File: src/rtl/spi_xfer_sequencer_if.sv
// Host-side push/pop interface of spi_xfer_sequencer: TX FIFO write port,
// RX FIFO first-word-fall-through read port and occupancy flags.
interface spi_xfer_sequencer_if #(
  parameter int unsigned DEPTH = 8
) ();
  localparam int unsigned CW = $clog2(DEPTH) + 1;

  logic          tx_wr_en;
  logic [7:0]    tx_wr_data;
  logic          rx_rd_en;
  logic [7:0]    rx_rd_data;
  logic          tx_full;
  logic          rx_empty;
  logic [CW-1:0] tx_count;
  logic [CW-1:0] rx_count;

  modport slave (
    input  tx_wr_en, tx_wr_data, rx_rd_en,
    output rx_rd_data, tx_full, rx_empty, tx_count, rx_count
  );

  modport master (
    output tx_wr_en, tx_wr_data, rx_rd_en,
    input  rx_rd_data, tx_full, rx_empty, tx_count, rx_count
  );
endinterface

File: src/rtl/spi_xfer_sequencer.sv
// Byte sequencer in front of SPI_master: TX FIFO -> one SPI transfer per byte -> RX FIFO.
// Optional WAIT watchdog enabled by defining SPI_SEQ_TIMEOUT_EN (widens err_sticky to 3 bits).
module spi_xfer_sequencer #(
  parameter int unsigned DEPTH          = 8,
  parameter int unsigned START_CYCLES   = 2,
  parameter int unsigned GAP_CYCLES     = 1,
  parameter int unsigned TIMEOUT_CYCLES = 1024
) (
  input  logic                    clk,
  input  logic                    SPI_reset,
  input  logic                    seq_enable,
  input  logic                    cfg_msb,
  input  logic [1:0]              cfg_div,
  spi_xfer_sequencer_if.slave     host,
  output logic                    busy,
`ifdef SPI_SEQ_TIMEOUT_EN
  output logic [2:0]              err_sticky,
`else
  output logic [1:0]              err_sticky,
`endif
  input  logic                    err_clear,
  output logic [7:0]              SPI_data_trans,
  output logic                    SPI_MSB,
  output logic [1:0]              SPI_div,
  output logic                    SPI_start,
  input  logic                    SPI_flag,
  input  logic [7:0]              SPI_data_rec
);
  localparam int unsigned PW = $clog2(DEPTH);
  localparam int unsigned CW = PW + 1;
`ifdef SPI_SEQ_TIMEOUT_EN
  localparam int unsigned EW   = 3;
  localparam int unsigned MAXA = (START_CYCLES > GAP_CYCLES) ? START_CYCLES : GAP_CYCLES;
  localparam int unsigned MAXC = (MAXA > TIMEOUT_CYCLES) ? MAXA : TIMEOUT_CYCLES;
`else
  localparam int unsigned EW   = 2;
  localparam int unsigned MAXC = (START_CYCLES > GAP_CYCLES) ? START_CYCLES : GAP_CYCLES;
`endif
  localparam int unsigned CNT_W = ($clog2(MAXC) > 0) ? $clog2(MAXC) : 1;

  if (DEPTH < 2 || (DEPTH & (DEPTH - 1)) != 0 || START_CYCLES < 1 ||
      GAP_CYCLES < 1 || TIMEOUT_CYCLES < 1) begin : g_param_check
    $error("spi_xfer_sequencer: illegal parameter value");
  end

  typedef enum logic [1:0] {IDLE, START, WAIT, GAP} state_t;

  state_t           state, state_nxt;
  logic [CNT_W-1:0] cnt, cnt_nxt;
  logic             start_nxt, launch, rx_push;
`ifdef SPI_SEQ_TIMEOUT_EN
  logic             timeout;
`endif

  logic [7:0]    tx_mem [DEPTH];
  logic [7:0]    rx_mem [DEPTH];
  logic [PW-1:0] tx_rd, tx_wr, rx_rd, rx_wr, rx_rd_nxt;
  logic [CW-1:0] tx_cnt, rx_cnt, tx_cnt_nxt, rx_cnt_nxt;
  logic [7:0]    rx_head, head_nxt;
  logic          tx_full_q, rx_empty_q;
  logic [EW-1:0] err_q, err_nxt;
  logic          flag_d, flag_rise;
  logic          tx_push, tx_ovf, rx_pop, rx_acc, rx_ovf;

  assign flag_rise = SPI_flag & ~flag_d;

  // FIFO bookkeeping; a push into a full FIFO survives only if a pop frees a slot.
  assign tx_push    = host.tx_wr_en && ((tx_cnt != CW'(DEPTH)) || launch);
  assign tx_ovf     = host.tx_wr_en && !tx_push;
  assign tx_cnt_nxt = tx_cnt + CW'(tx_push) - CW'(launch);
  assign rx_pop     = host.rx_rd_en && (rx_cnt != '0);
  assign rx_acc     = rx_push && ((rx_cnt != CW'(DEPTH)) || rx_pop);
  assign rx_ovf     = rx_push && !rx_acc;
  assign rx_cnt_nxt = rx_cnt + CW'(rx_acc) - CW'(rx_pop);
  assign rx_rd_nxt  = rx_rd + PW'(rx_pop);

  // Next FWFT head: the byte being captured if it lands at the new read slot.
  always_comb begin
    head_nxt = rx_head;
    if (rx_cnt_nxt != '0) begin
      if (rx_acc && (rx_rd_nxt == rx_wr)) head_nxt = SPI_data_rec;
      else                                head_nxt = rx_mem[rx_rd_nxt];
    end
  end

  always_comb begin
`ifdef SPI_SEQ_TIMEOUT_EN
    err_nxt = (err_clear ? '0 : err_q) | {timeout, rx_ovf, tx_ovf};
`else
    err_nxt = (err_clear ? '0 : err_q) | {rx_ovf, tx_ovf};
`endif
  end

  always_ff @(posedge clk) begin
    if (!SPI_reset) state <= IDLE;
    else            state <= state_nxt;
  end

  always_comb begin
    state_nxt = state;
    cnt_nxt   = '0;
    start_nxt = 1'b0;
    launch    = 1'b0;
    rx_push   = 1'b0;
`ifdef SPI_SEQ_TIMEOUT_EN
    timeout   = 1'b0;
`endif
    case (state)
      IDLE: begin
        if (seq_enable && (tx_cnt != '0)) begin
          launch    = 1'b1;
          start_nxt = 1'b1;
          state_nxt = START;
        end
      end
      START: begin
        if (cnt == CNT_W'(START_CYCLES - 1)) begin
          state_nxt = WAIT;
        end else begin
          cnt_nxt   = cnt + CNT_W'(1);
          start_nxt = 1'b1;
        end
      end
      WAIT: begin
        if (flag_rise) begin
          rx_push   = 1'b1;
          state_nxt = GAP;
        end
`ifdef SPI_SEQ_TIMEOUT_EN
        else if (cnt == CNT_W'(TIMEOUT_CYCLES - 1)) begin
          timeout   = 1'b1;
          state_nxt = GAP;
        end else begin
          cnt_nxt = cnt + CNT_W'(1);
        end
`endif
      end
      GAP: begin
        if (cnt == CNT_W'(GAP_CYCLES - 1)) state_nxt = IDLE;
        else                               cnt_nxt   = cnt + CNT_W'(1);
      end
      default: state_nxt = IDLE;
    endcase
  end

  always_ff @(posedge clk) begin
    if (!SPI_reset) begin
      cnt            <= '0;
      tx_rd          <= '0;
      tx_wr          <= '0;
      rx_rd          <= '0;
      rx_wr          <= '0;
      tx_cnt         <= '0;
      rx_cnt         <= '0;
      tx_full_q      <= 1'b0;
      rx_empty_q     <= 1'b1;
      rx_head        <= '0;
      err_q          <= '0;
      flag_d         <= 1'b1;
      busy           <= 1'b0;
      SPI_start      <= 1'b0;
      SPI_data_trans <= '0;
      SPI_MSB        <= 1'b1;
      SPI_div        <= 2'b01;
    end else begin
      cnt        <= cnt_nxt;
      tx_rd      <= tx_rd + PW'(launch);
      tx_wr      <= tx_wr + PW'(tx_push);
      rx_rd      <= rx_rd_nxt;
      rx_wr      <= rx_wr + PW'(rx_acc);
      tx_cnt     <= tx_cnt_nxt;
      rx_cnt     <= rx_cnt_nxt;
      tx_full_q  <= (tx_cnt_nxt == CW'(DEPTH));
      rx_empty_q <= (rx_cnt_nxt == '0);
      rx_head    <= head_nxt;
      err_q      <= err_nxt;
      flag_d     <= SPI_flag;
      busy       <= (state_nxt != IDLE) || (tx_cnt_nxt != '0);
      SPI_start  <= start_nxt;
      if (launch) begin
        SPI_data_trans <= tx_mem[tx_rd];
        SPI_MSB        <= cfg_msb;
        SPI_div        <= cfg_div;
      end
    end
  end

  // Storage arrays carry no reset; pointers define validity.
  always_ff @(posedge clk) begin
    if (tx_push) tx_mem[tx_wr] <= host.tx_wr_data;
    if (rx_acc)  rx_mem[rx_wr] <= SPI_data_rec;
  end

  assign host.tx_count   = tx_cnt;
  assign host.rx_count   = rx_cnt;
  assign host.tx_full    = tx_full_q;
  assign host.rx_empty   = rx_empty_q;
  assign host.rx_rd_data = rx_head;
  assign err_sticky      = err_q;
endmodule

File: src/flat_wrapper.sv
// flat-port wrapper written by rule: the top's interface ports become plain ports
module spi_xfer_sequencer_flat 
#(
  parameter int unsigned DEPTH          = 8,
  parameter int unsigned START_CYCLES   = 2,
  parameter int unsigned GAP_CYCLES     = 1,
  parameter int unsigned TIMEOUT_CYCLES = 1024
)
  (clk, SPI_reset, seq_enable, cfg_msb, cfg_div, busy, err_sticky, err_clear, SPI_data_trans, SPI_MSB, SPI_div, SPI_start, SPI_flag, SPI_data_rec, host_tx_wr_en, host_tx_wr_data, host_rx_rd_en, host_rx_rd_data, host_tx_full, host_rx_empty, host_tx_count, host_rx_count);
  spi_xfer_sequencer_if #(.DEPTH(DEPTH)) host_i ();
  input  logic clk;
  input  logic SPI_reset;
  input  logic seq_enable;
  input  logic cfg_msb;
  input  logic [1:0] cfg_div;
  output logic busy;
  output logic [1:0] err_sticky;
  input  logic err_clear;
  output logic [7:0] SPI_data_trans;
  output logic SPI_MSB;
  output logic [1:0] SPI_div;
  output logic SPI_start;
  input  logic SPI_flag;
  input  logic [7:0] SPI_data_rec;
  input wire logic [$bits(host_i.tx_wr_en)-1:0] host_tx_wr_en;
  input wire logic [$bits(host_i.tx_wr_data)-1:0] host_tx_wr_data;
  input wire logic [$bits(host_i.rx_rd_en)-1:0] host_rx_rd_en;
  output wire logic [$bits(host_i.rx_rd_data)-1:0] host_rx_rd_data;
  output wire logic [$bits(host_i.tx_full)-1:0] host_tx_full;
  output wire logic [$bits(host_i.rx_empty)-1:0] host_rx_empty;
  output wire logic [$bits(host_i.tx_count)-1:0] host_tx_count;
  output wire logic [$bits(host_i.rx_count)-1:0] host_rx_count;
  assign host_i.tx_wr_en = host_tx_wr_en;
  assign host_i.tx_wr_data = host_tx_wr_data;
  assign host_i.rx_rd_en = host_rx_rd_en;
  assign host_rx_rd_data = host_i.rx_rd_data;
  assign host_tx_full = host_i.tx_full;
  assign host_rx_empty = host_i.rx_empty;
  assign host_tx_count = host_i.tx_count;
  assign host_rx_count = host_i.rx_count;
  spi_xfer_sequencer #(.DEPTH(DEPTH), .START_CYCLES(START_CYCLES), .GAP_CYCLES(GAP_CYCLES), .TIMEOUT_CYCLES(TIMEOUT_CYCLES)) u_core (.clk(clk), .SPI_reset(SPI_reset), .seq_enable(seq_enable), .cfg_msb(cfg_msb), .cfg_div(cfg_div), .host(host_i), .busy(busy), .err_sticky(err_sticky), .err_clear(err_clear), .SPI_data_trans(SPI_data_trans), .SPI_MSB(SPI_MSB), .SPI_div(SPI_div), .SPI_start(SPI_start), .SPI_flag(SPI_flag), .SPI_data_rec(SPI_data_rec));
endmodule
File: config.mk
export PLATFORM = sky130hd
export DESIGN_NAME = spi_xfer_sequencer_flat
export DESIGN_NICKNAME = d
export VERILOG_FILES = /design/src/rtl/spi_xfer_sequencer_if.sv /design/src/rtl/spi_xfer_sequencer.sv /design/src/flat_wrapper.sv
export SDC_FILE = /design/constraint.sdc
export NUM_CORES = 1
export LEC_CHECK = 0
export BUFFER_PORTS_ARGS = -buffer_cell sky130_fd_sc_hd__buf_2
export CORE_MARGIN = 10
export CORE_UTILIZATION = 40
export DETAILED_ROUTE_END_ITERATION = 8
export HOLD_SLACK_MARGIN = 0.05
export SLEW_MARGIN = 20
export SYNTH_ARGS = -nofsm -noshare
export SYNTH_HDL_FRONTEND = slang
export SYNTH_SLANG_ARGS = --single-unit
File: constraint.sdc
create_clock -name clk -period 3.7 [get_ports clk]
set_input_delay 0.37 -clock clk [delete_from_list [all_inputs] [get_ports clk]]
set_output_delay 0.37 -clock clk [all_outputs]
set_load 0.05 [all_outputs]
==> results.tsv, run 1 <==
metric	value	unit
RSZ-0062 raised after global routing	false	
Die W	155	um
Clock Path Buffers	2	
TNS Setup	0	ns
worst vdd ir	631	uV
post-synth cell types	46	
initial antenna violation count	0	
drt first pass iters	4	
later-pin clock latency in the skew report	0.43	ns
Req. time, crit path	3.99	ns
core area	0.0179	mm2
Crit path arrival time	3.63	ns
# hold bufs at CTS	0	
Num CTS Buffers	17	
clk slew on worst S/H paths	0.07	ns
vias	3968	
status	complete, no violations	
Seq. cell area	0.00482	mm2
clock skew	0.00931	ns
filler cell count	1567	
net switching power	2300	uW
Max Slew Vio Count	0	
DR vias/cell	5.15	
final hold slack	0.156	ns
Int Pwr	4340	uW
final period utilization	90.1	%
I/O pin total	59	
H-tree depth	4	
Leak	0.00306	uW
Rows	49	
most common cell after layout, fill and taps aside	edfxtp_1	
Layout Nets	576	
Residual DRC	0	
pwr/cell area	780	mW/mm2
CTS tree	done	
layout cells sized above 1	27.7	%
PostCTS Resize Cnt	0	
Main synth FF type	edfxtp_1	
Worst Tran Pin Value	0.955	ns
Worst slew margin	36.1	%
Hold Fails Final Rpt	0	
switch share	34.6	%
Syn Nets	503	
Clock Tree Root	clkbuf_16	
largest net degree at the start of global routing	35	
port bufs	58	
height of the die	155	um
combinational power share	35.2	%
element type at the critical path end	flip-flop	
synth-to-layout area growth	16.9	%
Max Cap Viol	0	
number of flops mapped to enable cells by yosys	128	
# diodes	0	
commonest non-fill, non-tap cells in the layout	edfxtp_1, buf_2, dfxtp_1	
DRT iter0 DRCs	135	
clk sink count	177	
FFs w/ async S/R, synth	0	%
hpwl dp	9760	um
DRT Wirelength	14400	um
multi-input logic area	0.00227	mm2
clock share of power	27.9	%
wire per inst	18.7	um
Post-CTS Setup Inserts	0	
synth warn	0	
synthesized flop and latch total	177	
gpl congestion	0.773	
Crit Path Class	flip-flop to flip-flop	
total congestion overflow	0	
Netlist Area Pre-Place	0.00727	mm2
# setup viols final	0	
vias in the first global route	4136	
Max FO, Critical Path	9	
Avg Cell Area, Syn	16.0	um2
Reg power frac	36.9	%
crit path time final	3.33	ns
Total GRT Usage	12.4	%
Starting Density	40.6	%
DRT antenna net count	0	
Mapped Cells	455	
worst hold path class	input pin to flip-flop	
first-pass GRT wire length	23000	um
sequential area share after synthesis	66.3	%
fmax	300	MHz
DIE AREA	0.0240	mm2
Startpoint Class	flip-flop	
==> per-layer routing <==
| metal | part of all wire, % | vias up | track usage, % |
|---|---|---|---|
| met5 | 0 | - | 0 |
| met4 | 0.81 | 0 | 2.83 |
| met3 | 5.6 | 11 | 4.22 |
| met2 | 50 | 86 | 20.5 |
| met1 | 43 | 1986 | 15.3 |
| li1 | - | 1885 | - |
==> per-stage QoR <==
stage	setup WS, ns	total power (uW)	area (um2)	utilization, %	cells
global route	0.153	6990	8500	47.5	770
floorplan	0.361	4370	7270	-	455
detailed placement	0.370	4860	7890	44.1	738
global placement	0.573	4800	7890	44.1	738
finish	0.366	6630	8500	47.5	770
CTS	0.344	6710	8500	47.5	770
==> state kept, by name, summed over array words and instances (netlist names), 3 cells and up <==
| register | count |
|---|---|
| u_core.host.rx_rd_data | 8 |
| u_core.tx_mem | 64 |
| u_core.tx_rd | 3 |
| u_core.rx_mem | 64 |
| u_core.rx_rd | 3 |
| u_core.tx_wr | 3 |
| u_core.SPI_data_trans | 8 |
| u_core.rx_wr | 3 |
| u_core.host.rx_count | 4 |
| u_core.host.tx_count | 4 |
==> worst max-delay path, stage by stage (launching register included) <==
cell	delay, ns
dfxtp_1	0.34
inv_1	0.08
ha_1	0.21
a21boi_0	0.28
ha_1	0.29
inv_1	0.06
ha_1	0.18
fa_1	0.46
or3_1	0.39
a211oi_2	0.15
buf_4	0.18
or3_1	0.43
o31ai_2	0.14
==> power by group through the flow <==
stage / combinational [uW] / clock [uW] / sequential (uW)
5_1_grt: 2550 / 1970 / 2470
2_1_floorplan: 1490 / 0 / 2880
4_1_cts: 2370 / 1890 / 2450
3_3_place_gp: 2320 / 0 / 2480
6_report: 2330 / 1850 / 2450
3_5_place_dp: 2360 / 0 / 2490
==> cells in the mapped netlist, types with 7 or more instances <==
cell type  count  share of area [%]
edfxtp_1     128                 53
dfxtp_1       49                 13
mux2i_1       43                5.9
nor2_1        26                1.3
mux4_2        24                7.4
ha_1          20                3.4
inv_1         19               0.98
and2_1        16                1.4
nor3_1        13               0.89
clkbuf_1      12               0.62
a211oi_1       8               0.83
nand2_1        8               0.41
o211ai_1       8               0.83
o21a_1         8               0.83
o31ai_2        8                1.4
nor3b_1        7               0.72
xnor2_1        7               0.84
==> final cells by class <==
class / count / area share [%]
clock inverter: 14 / 2.02
multi-input combinational: 234 / 26.6
timing repair buffer: 78 / 5.18
clock buffer: 18 / 5.16
inverter: 20 / 0.883
sequential: 177 / 56.7
tap: 229 / 3.37
==> cell families (layout without fill, tap and decap cells) <==
group / Yosys count / in the layout / share of synthesized area [%]
buffers and inverters: 44 / 130 / 2.75
flip-flops: 177 / 177 / 66.3
AO/OA/AOI/OAI: 46 / 46 / 5.28
multiplexers: 67 / 67 / 13.3
adder cells (fa/ha/maj): 22 / 22 / 3.99
AND/OR/NAND/NOR: 88 / 88 / 6.57
XOR/XNOR: 11 / 11 / 1.72
==> worst paths after layout <==
kind	startpoint	to	slack [ns]	cells after the start
setup / recovery	u_core.host.rx_count[2]	u_core.host.rx_rd_data[1]	0.37	12
hold / removal	SPI_flag	u_core.flag_d	0.16	3
setup reg to reg	u_core.host.rx_count[2]	u_core.host.rx_rd_data[1]	0.37	12
hold reg to reg	u_core.cnt	u_core.cnt	0.46	1
No activity file was read; power rests on OpenSTA's default activity.
==> inputs of run 2 (changes only) <==
--- a/config.mk
+++ b/config.mk
@@ -6,10 +6,11 @@
 export NUM_CORES = 1
 export LEC_CHECK = 0
 export BUFFER_PORTS_ARGS = -buffer_cell sky130_fd_sc_hd__buf_2
-export CORE_MARGIN = 10
+export CORE_MARGIN = 2
 export CORE_UTILIZATION = 40
 export DETAILED_ROUTE_END_ITERATION = 8
 export HOLD_SLACK_MARGIN = 0.05
+export SETUP_SLACK_MARGIN = 0.1
 export SLEW_MARGIN = 20
 export SYNTH_ARGS = -nofsm -noshare
 export SYNTH_HDL_FRONTEND = slang
==> constraint.sdc (replaced) <==
create_clock -name clk -period 3.7 [get_ports clk]
set_input_delay 0.37 -clock clk [delete_from_list [all_inputs] [get_ports clk]]
set_output_delay 0.37 -clock clk [all_outputs]
set_load 0.005 [all_outputs]
==> run 2 against run 1 <==
Effect of this change:
- utilization about the same
- routed wire length down 2.8%
- die area down 20%
- global-route usage up 2.8 points
- register-to-register slack better by 0.03 ns
- first-iteration DRC count up 110%
- power down 5.9%
- clock-buffer cell count up 5
- clock power about the same
- sequential cell count unchanged
- worst hold slack better by 0.0076 ns
- setup slack better by 0.035 ns
- critical endpoint is now u_core.host.rx_rd_data[4]
==> results.tsv, run 2 (synthesized netlist as in run 1, its figures left out) <==
metric	value	unit	change
commonest non-fill, non-tap cells in the layout	edfxtp_1, buf_2, dfxtp_1		
hpwl dp	9460	um	-3.1%
first-pass GRT wire length	22300	um	-3.3%
fmax	303	MHz	+1.0%
I/O pin total	59		unchanged
clk sink count	177		unchanged
Req. time, crit path	3.99	ns	about the same
Non-Filler Cell Area, Final	0.00850	mm2	about the same
Post-CTS Setup Inserts	0		unchanged
Final Util	47.5	%	about the same
DR vias/cell	5.14		-0.35%
delay of the slowest critical-path stage	0.46	ns	about the same
Starting Density	40.6	%	unchanged
# diodes	0		unchanged
port bufs	58		unchanged
Max FO, Critical Path	9		unchanged
clk slew on worst S/H paths	0.06	ns	about the same
Largest regs	u_core.rx_mem (64), u_core.tx_mem (64)		
vias in the first global route	4103		-0.80%
DIE AREA	0.0193	mm2	-20%
Rows	49		unchanged
H-tree depth	4		unchanged
most frequent CP cell	ha_1		
Worst slew margin	33.7	%	-2.4 points
Die W	139	um	-10%
CP top delay family	adder cells		
Layout Nets	575		-0.17%
clock skew	0.0103	ns	+0.000956 ns
Non-Filler Instances	769		-0.13%
most common cell after layout, fill and taps aside	edfxtp_1		
slowest stage cell, crit path	fa_1		
Crit path arrival time	3.59	ns	-0.04 ns
worst vdd ir	358	uV	-43%
pwr/cell area	734	mW/mm2	-5.9%
later-pin clock latency in the skew report	0.42	ns	about the same
element type at the critical path end	flip-flop		
drt first pass iters	4		unchanged
DRT iter0 DRCs	278		+110%
status	complete, no violations		
Leak	0.00306	uW	+0.15%
Crit Path Class	flip-flop to flip-flop		
final period utilization	89.2	%	-0.93 points
core area	0.0179	mm2	unchanged
CP bufs+invs	3		unchanged
synth-to-layout area growth	16.9	%	about the same
PostCTS Resize Cnt	0		unchanged
Residual DRC	0		unchanged
total congestion overflow	0		unchanged
Total GRT Usage	15.2	%	+2.8 points
Hold Fails Final Rpt	0		unchanged
layout cells sized above 1	26.9	%	-0.87 points
crit path time final	3.30	ns	-0.0345 ns
CTS tree	done		
largest net degree at the start of global routing	29		-17%
Worst Tran Pin Value	0.991	ns	+0.0365 ns
height of the die	139	um	-10%
Num CTS Buffers	17		unchanged
Startpoint Class	flip-flop		
Max Slew Vio Count	0		unchanged
DRT antenna net count	0		unchanged
Clock Path Buffers	2		unchanged
Clock Tree Root	clkbuf_16		
TNS Setup	0	ns	unchanged
Max Cap Viol	0		unchanged
# setup viols final	0		unchanged
placed cell area	0.00789	mm2	about the same
DRT Wirelength	14000	um	-2.8%
worst hold path class	input pin to flip-flop		
RSZ-0062 raised after global routing	false		
vias	3949		-0.48%
dpl cells	737		-0.14%
CP Cell Sequence	inv_1, ha_1, a21boi_0, ha_1, inv_1, ha_1, fa_1, or3_1, a211oi_2, buf_4, or3_1, o31ai_2		
# hold bufs at CTS	0		unchanged
wire per inst	18.2	um	-2.7%
initial antenna violation count	1		+1
gpl congestion	0.796		+3.0%
==> run 2: cell count changes in the layout (fill, tap and decap cells not counted), sizes merged <==
cell	delta
buf	-1
bufinv	-1
clkbuf	+5
clkinvlp	-1
inv	-3
==> run 2: through the flow <==
step / total power, uW / setup WS, ns / hold WS [ns]
after floorplan: 3960 / 0.760 / 0.422
after global placement: 4410 / 0.557 / 0.434
after detailed placement: 4460 / 0.400 / 0.446
after CTS: 6320 / 0.382 / 0.143
after global routing: 6600 / 0.200 / 0.166
final: 6240 / 0.401 / 0.164
==> run 2: routing by layer <==
layer	vias to the layer above	GRT usage (%)	routed length, um
met5	-	0	13
met4	2	4.31	75
met3	11	4.45	470
met2	70	26.3	7350
met1	1983	18.5	6110
li1	1883	-	-
==> run 2: worst paths after layout <==
kind / from / end / slack [ns] / cells after the start
min: SPI_flag / u_core.flag_d / 0.16 / 3
min reg2reg: u_core.cnt / u_core.cnt / 0.46 / 1
max: u_core.host.rx_count[2] / u_core.host.rx_rd_data[4] / 0.40 / 12
max reg2reg: u_core.host.rx_count[2] / u_core.host.rx_rd_data[4] / 0.40 / 12
==> run 2: layout make-up <==
| type | instances | area [um2] |
|---|---|---|
| fill | 1553 | 9400 |
| sequential | 177 | 4820 |
| multi-input combinational | 234 | 2250 |
| clock buffer | 23 | 500 |
| timing repair buffer | 77 | 445 |
| tap | 229 | 287 |
| clock inverter | 9 | 119 |
| inverter | 20 | 75.1 |
==> run 2: power breakdown <==
| part | internal, uW | switching (uW) |
|---|---|---|
| sequential | 2330 | 118 |
| combinational | 951 | 1000 |
| clock | 1110 | 735 |
==> run 2: worst register-to-register path: stages (launching register included) <==
cell and delay (ns):
dfxtp_1 0.32, inv_1 0.07, ha_1 0.21, a21boi_0 0.27, ha_1 0.30, inv_1 0.06, ha_1 0.17, fa_1 0.46
or3_1 0.39, a211oi_2 0.16, buf_4 0.19, or3_1 0.42, o31ai_2 0.14
==> inputs of run 3 (changes only) <==
==> constraint.sdc (replaced) <==
create_clock -name clk -period 3.6 [get_ports clk]
set_input_delay 0.36 -clock clk [delete_from_list [all_inputs] [get_ports clk]]
set_output_delay 0.36 -clock clk [all_outputs]
set_load 0.005 [all_outputs]
==> run 3 against run 2 <==
Effect of this change:
- combinational power is essentially flat
- clock power shrank 3%
- utilization is essentially flat
- cell count grew 0.65%
- clock skew grew 0.0023 ns
- die area is the same
- critical path depth shrank 1
- critical endpoint is now u_core.host.rx_rd_data[1]
- highest routed layer is now met4
==> results.tsv, run 3 (synthesized netlist as in run 1, its figures left out) <==
metric	value	unit	change
status	complete, no violations		
# hold bufs at CTS	0		unchanged
switch share	31.8	%	+2.1 points
filler cell count	1531		-1.4%
Power, Total	6260	uW	+0.30%
Max Slew Vio Count	0		unchanged
Req. time, crit path	3.94	ns	-0.05 ns
metal3 WL	614	um	+31%
worst slack, placed	0.459	ns	+0.0594 ns
clock share of power	28.6	%	-0.9 points
DRT Wirelength	13700	um	-2.0%
routed wl met2	6920	um	-5.9%
total congestion overflow	0		unchanged
TNS Setup	0	ns	unchanged
DR vias/cell	5.09		-0.87%
worst vdd ir	420	uV	+17%
worst hold path cell count	3		unchanged
Total GRT Usage	14.6	%	-0.51 points
largest net degree at the start of global routing	35		+21%
gpl congestion	0.784		-1.6%
height of the die	139	um	unchanged
RSZ-0062 raised after global routing	false		
R2R Setup Slk	0.48	ns	+0.08 ns
Max FO, Critical Path	9		unchanged
vias	3940		-0.23%
H-tree depth	4		unchanged
Crit path arrival time	3.46	ns	-0.13 ns
# setup viols final	0		unchanged
vias in the first global route	4040		-1.5%
Layout Nets	580		+0.87%
element type at the critical path end	flip-flop		
Clock Tree Root	clkbuf_16		
net switching power	1990	uW	+7.2%
combinational power share	31.3	%	about the same
drt first pass iters	5		+1
clk sink count	177		unchanged
Max Cap Viol	0		unchanged
Leak	0.00307	uW	about the same
r2r startpoint	u_core.host.rx_count[2]		
Hold Fails Final Rpt	0		unchanged
most common cell after layout, fill and taps aside	edfxtp_1		
clock skew	0.0126	ns	+0.00230 ns
Starting Density	40.6	%	unchanged
first-pass GRT wire length	21800	um	-2.3%
Int Pwr	4270	uW	-2.6%
CTS tree	done		
Worst Hold End	u_core.flag_d		
Die W	139	um	unchanged
synth-to-layout area growth	16.9	%	about the same
clk slew on worst S/H paths	0.07	ns	about the same
reg-to-reg endpoint	u_core.host.rx_rd_data[1]		
worst setup margin	0.477	ns	+0.0762 ns
Reg power frac	40.1	%	+0.9 points
PostCTS Resize Cnt	0		unchanged
Crit Path Class	flip-flop to flip-flop		
highest routed layer	met4		
Final Util	47.5	%	about the same
layout cells sized above 1	28.3	%	+1.4 points
DIE AREA	0.0193	mm2	unchanged
Post-CTS Setup Inserts	0		unchanged
commonest non-fill, non-tap cells in the layout	edfxtp_1, buf_2, dfxtp_1		
port bufs	58		unchanged
wire per inst	17.8	um	-2.7%
Startpoint Class	flip-flop		
Residual DRC	0		unchanged
final period utilization	86.8	%	-2.4 points
worst hold path class	input pin to flip-flop		
Worst R2R Path Depth	11		-1
# diodes	0		unchanged
HP Start	SPI_flag		
met1 WL	6070	um	-0.77%
later-pin clock latency in the skew report	0.43	ns	about the same
core area	0.0179	mm2	unchanged
DRT antenna net count	0		unchanged
initial antenna violation count	0		-1
crit path time final	3.12	ns	-0.176 ns
hpwl dp	9280	um	-2.0%
Worst slew margin	41.5	%	+7.8 points
pwr/cell area	736	mW/mm2	+0.34%
Largest regs	u_core.rx_mem (64), u_core.tx_mem (64)		
Rows	49		unchanged
Worst Tran Pin Value	0.877	ns	-0.114 ns
Clock Path Buffers	2		unchanged
Num CTS Buffers	17		unchanged
I/O pin total	59		unchanged
Non-Filler Instances	774		+0.65%
dpl cells	742		+0.68%
fmax	320	MHz	+5.6%
DRT iter0 DRCs	241		-13%
==> run 3: cell types whose count changed in the layout (fill, tap and decap cells not counted), sizes merged <==
cell,change
clkbuf,-6
bufinv,-2
clkinvlp,+2
buf,+5
inv,+5
clkinv,+1
==> run 3: area by class of cell <==
type	count	area (um2)	area share [%]
multi-input cells	234	2250	26.5
inverters	20	75.1	0.883
clock buffers	17	425	5.00
well taps	229	287	3.37
flip-flops and latches	177	4820	56.8
repair buffers	82	470	5.53
clock inverters	15	165	1.94
==> run 3: per-layer routing <==
layer / track usage (%) / up-vias
li1: - / 1891
met1: 18.5 / 1940
met2: 25.0 / 98
met3: 3.87 / 11
met4: 4.04 / 0
met5: 0 / -
==> run 3: stage by stage <==
step	instance area, um2	hold WS (ns)
final	8500	0.144
after global routing	8500	0.151
after CTS	8500	0.122
after detailed placement	7910	0.442
after global placement	7910	0.434
after floorplan	7270	0.422
==> run 3: how the worst max path moves through the flow <==
stage	slack, ns	end	depth (start not counted)	startpoint
floorplan	0.66	u_core.host.rx_rd_data[0]	12	u_core.host.rx_count[2]
global placement	0.58	u_core.host.rx_rd_data[4]	11	u_core.host.rx_count[2]
detailed placement	0.46	u_core.host.rx_rd_data[3]	11	u_core.host.rx_count[2]
CTS	0.43	u_core.host.rx_rd_data[1]	11	u_core.host.rx_count[2]
global route	0.24	u_core.host.rx_rd_data[2]	11	u_core.host.rx_count[2]
finish	0.48	u_core.host.rx_rd_data[1]	11	u_core.host.rx_count[2]
==> run 3: power by group through the flow <==
stage                     Clock, uW  Sequential, uW  Combinational (uW)
after floorplan                   0            2530                1530
after global placement            0            2550                1930
after detailed placement          0            2560                1990
after CTS                      1830            2510                1990
after global routing           1920            2540                2150
final                          1790            2510                1960
==> run 3: worst max-delay path, cell delays in order (launching register included) <==
cell and delay (ns):
dfxtp_1 0.32, inv_1 0.07, ha_1 0.21, a21boi_0 0.26, ha_1 0.17, inv_1 0.04, ha_1 0.21, fa_1 0.42
xor2_2 0.23, and4b_4 0.27, or3_1 0.53, o31ai_2 0.30
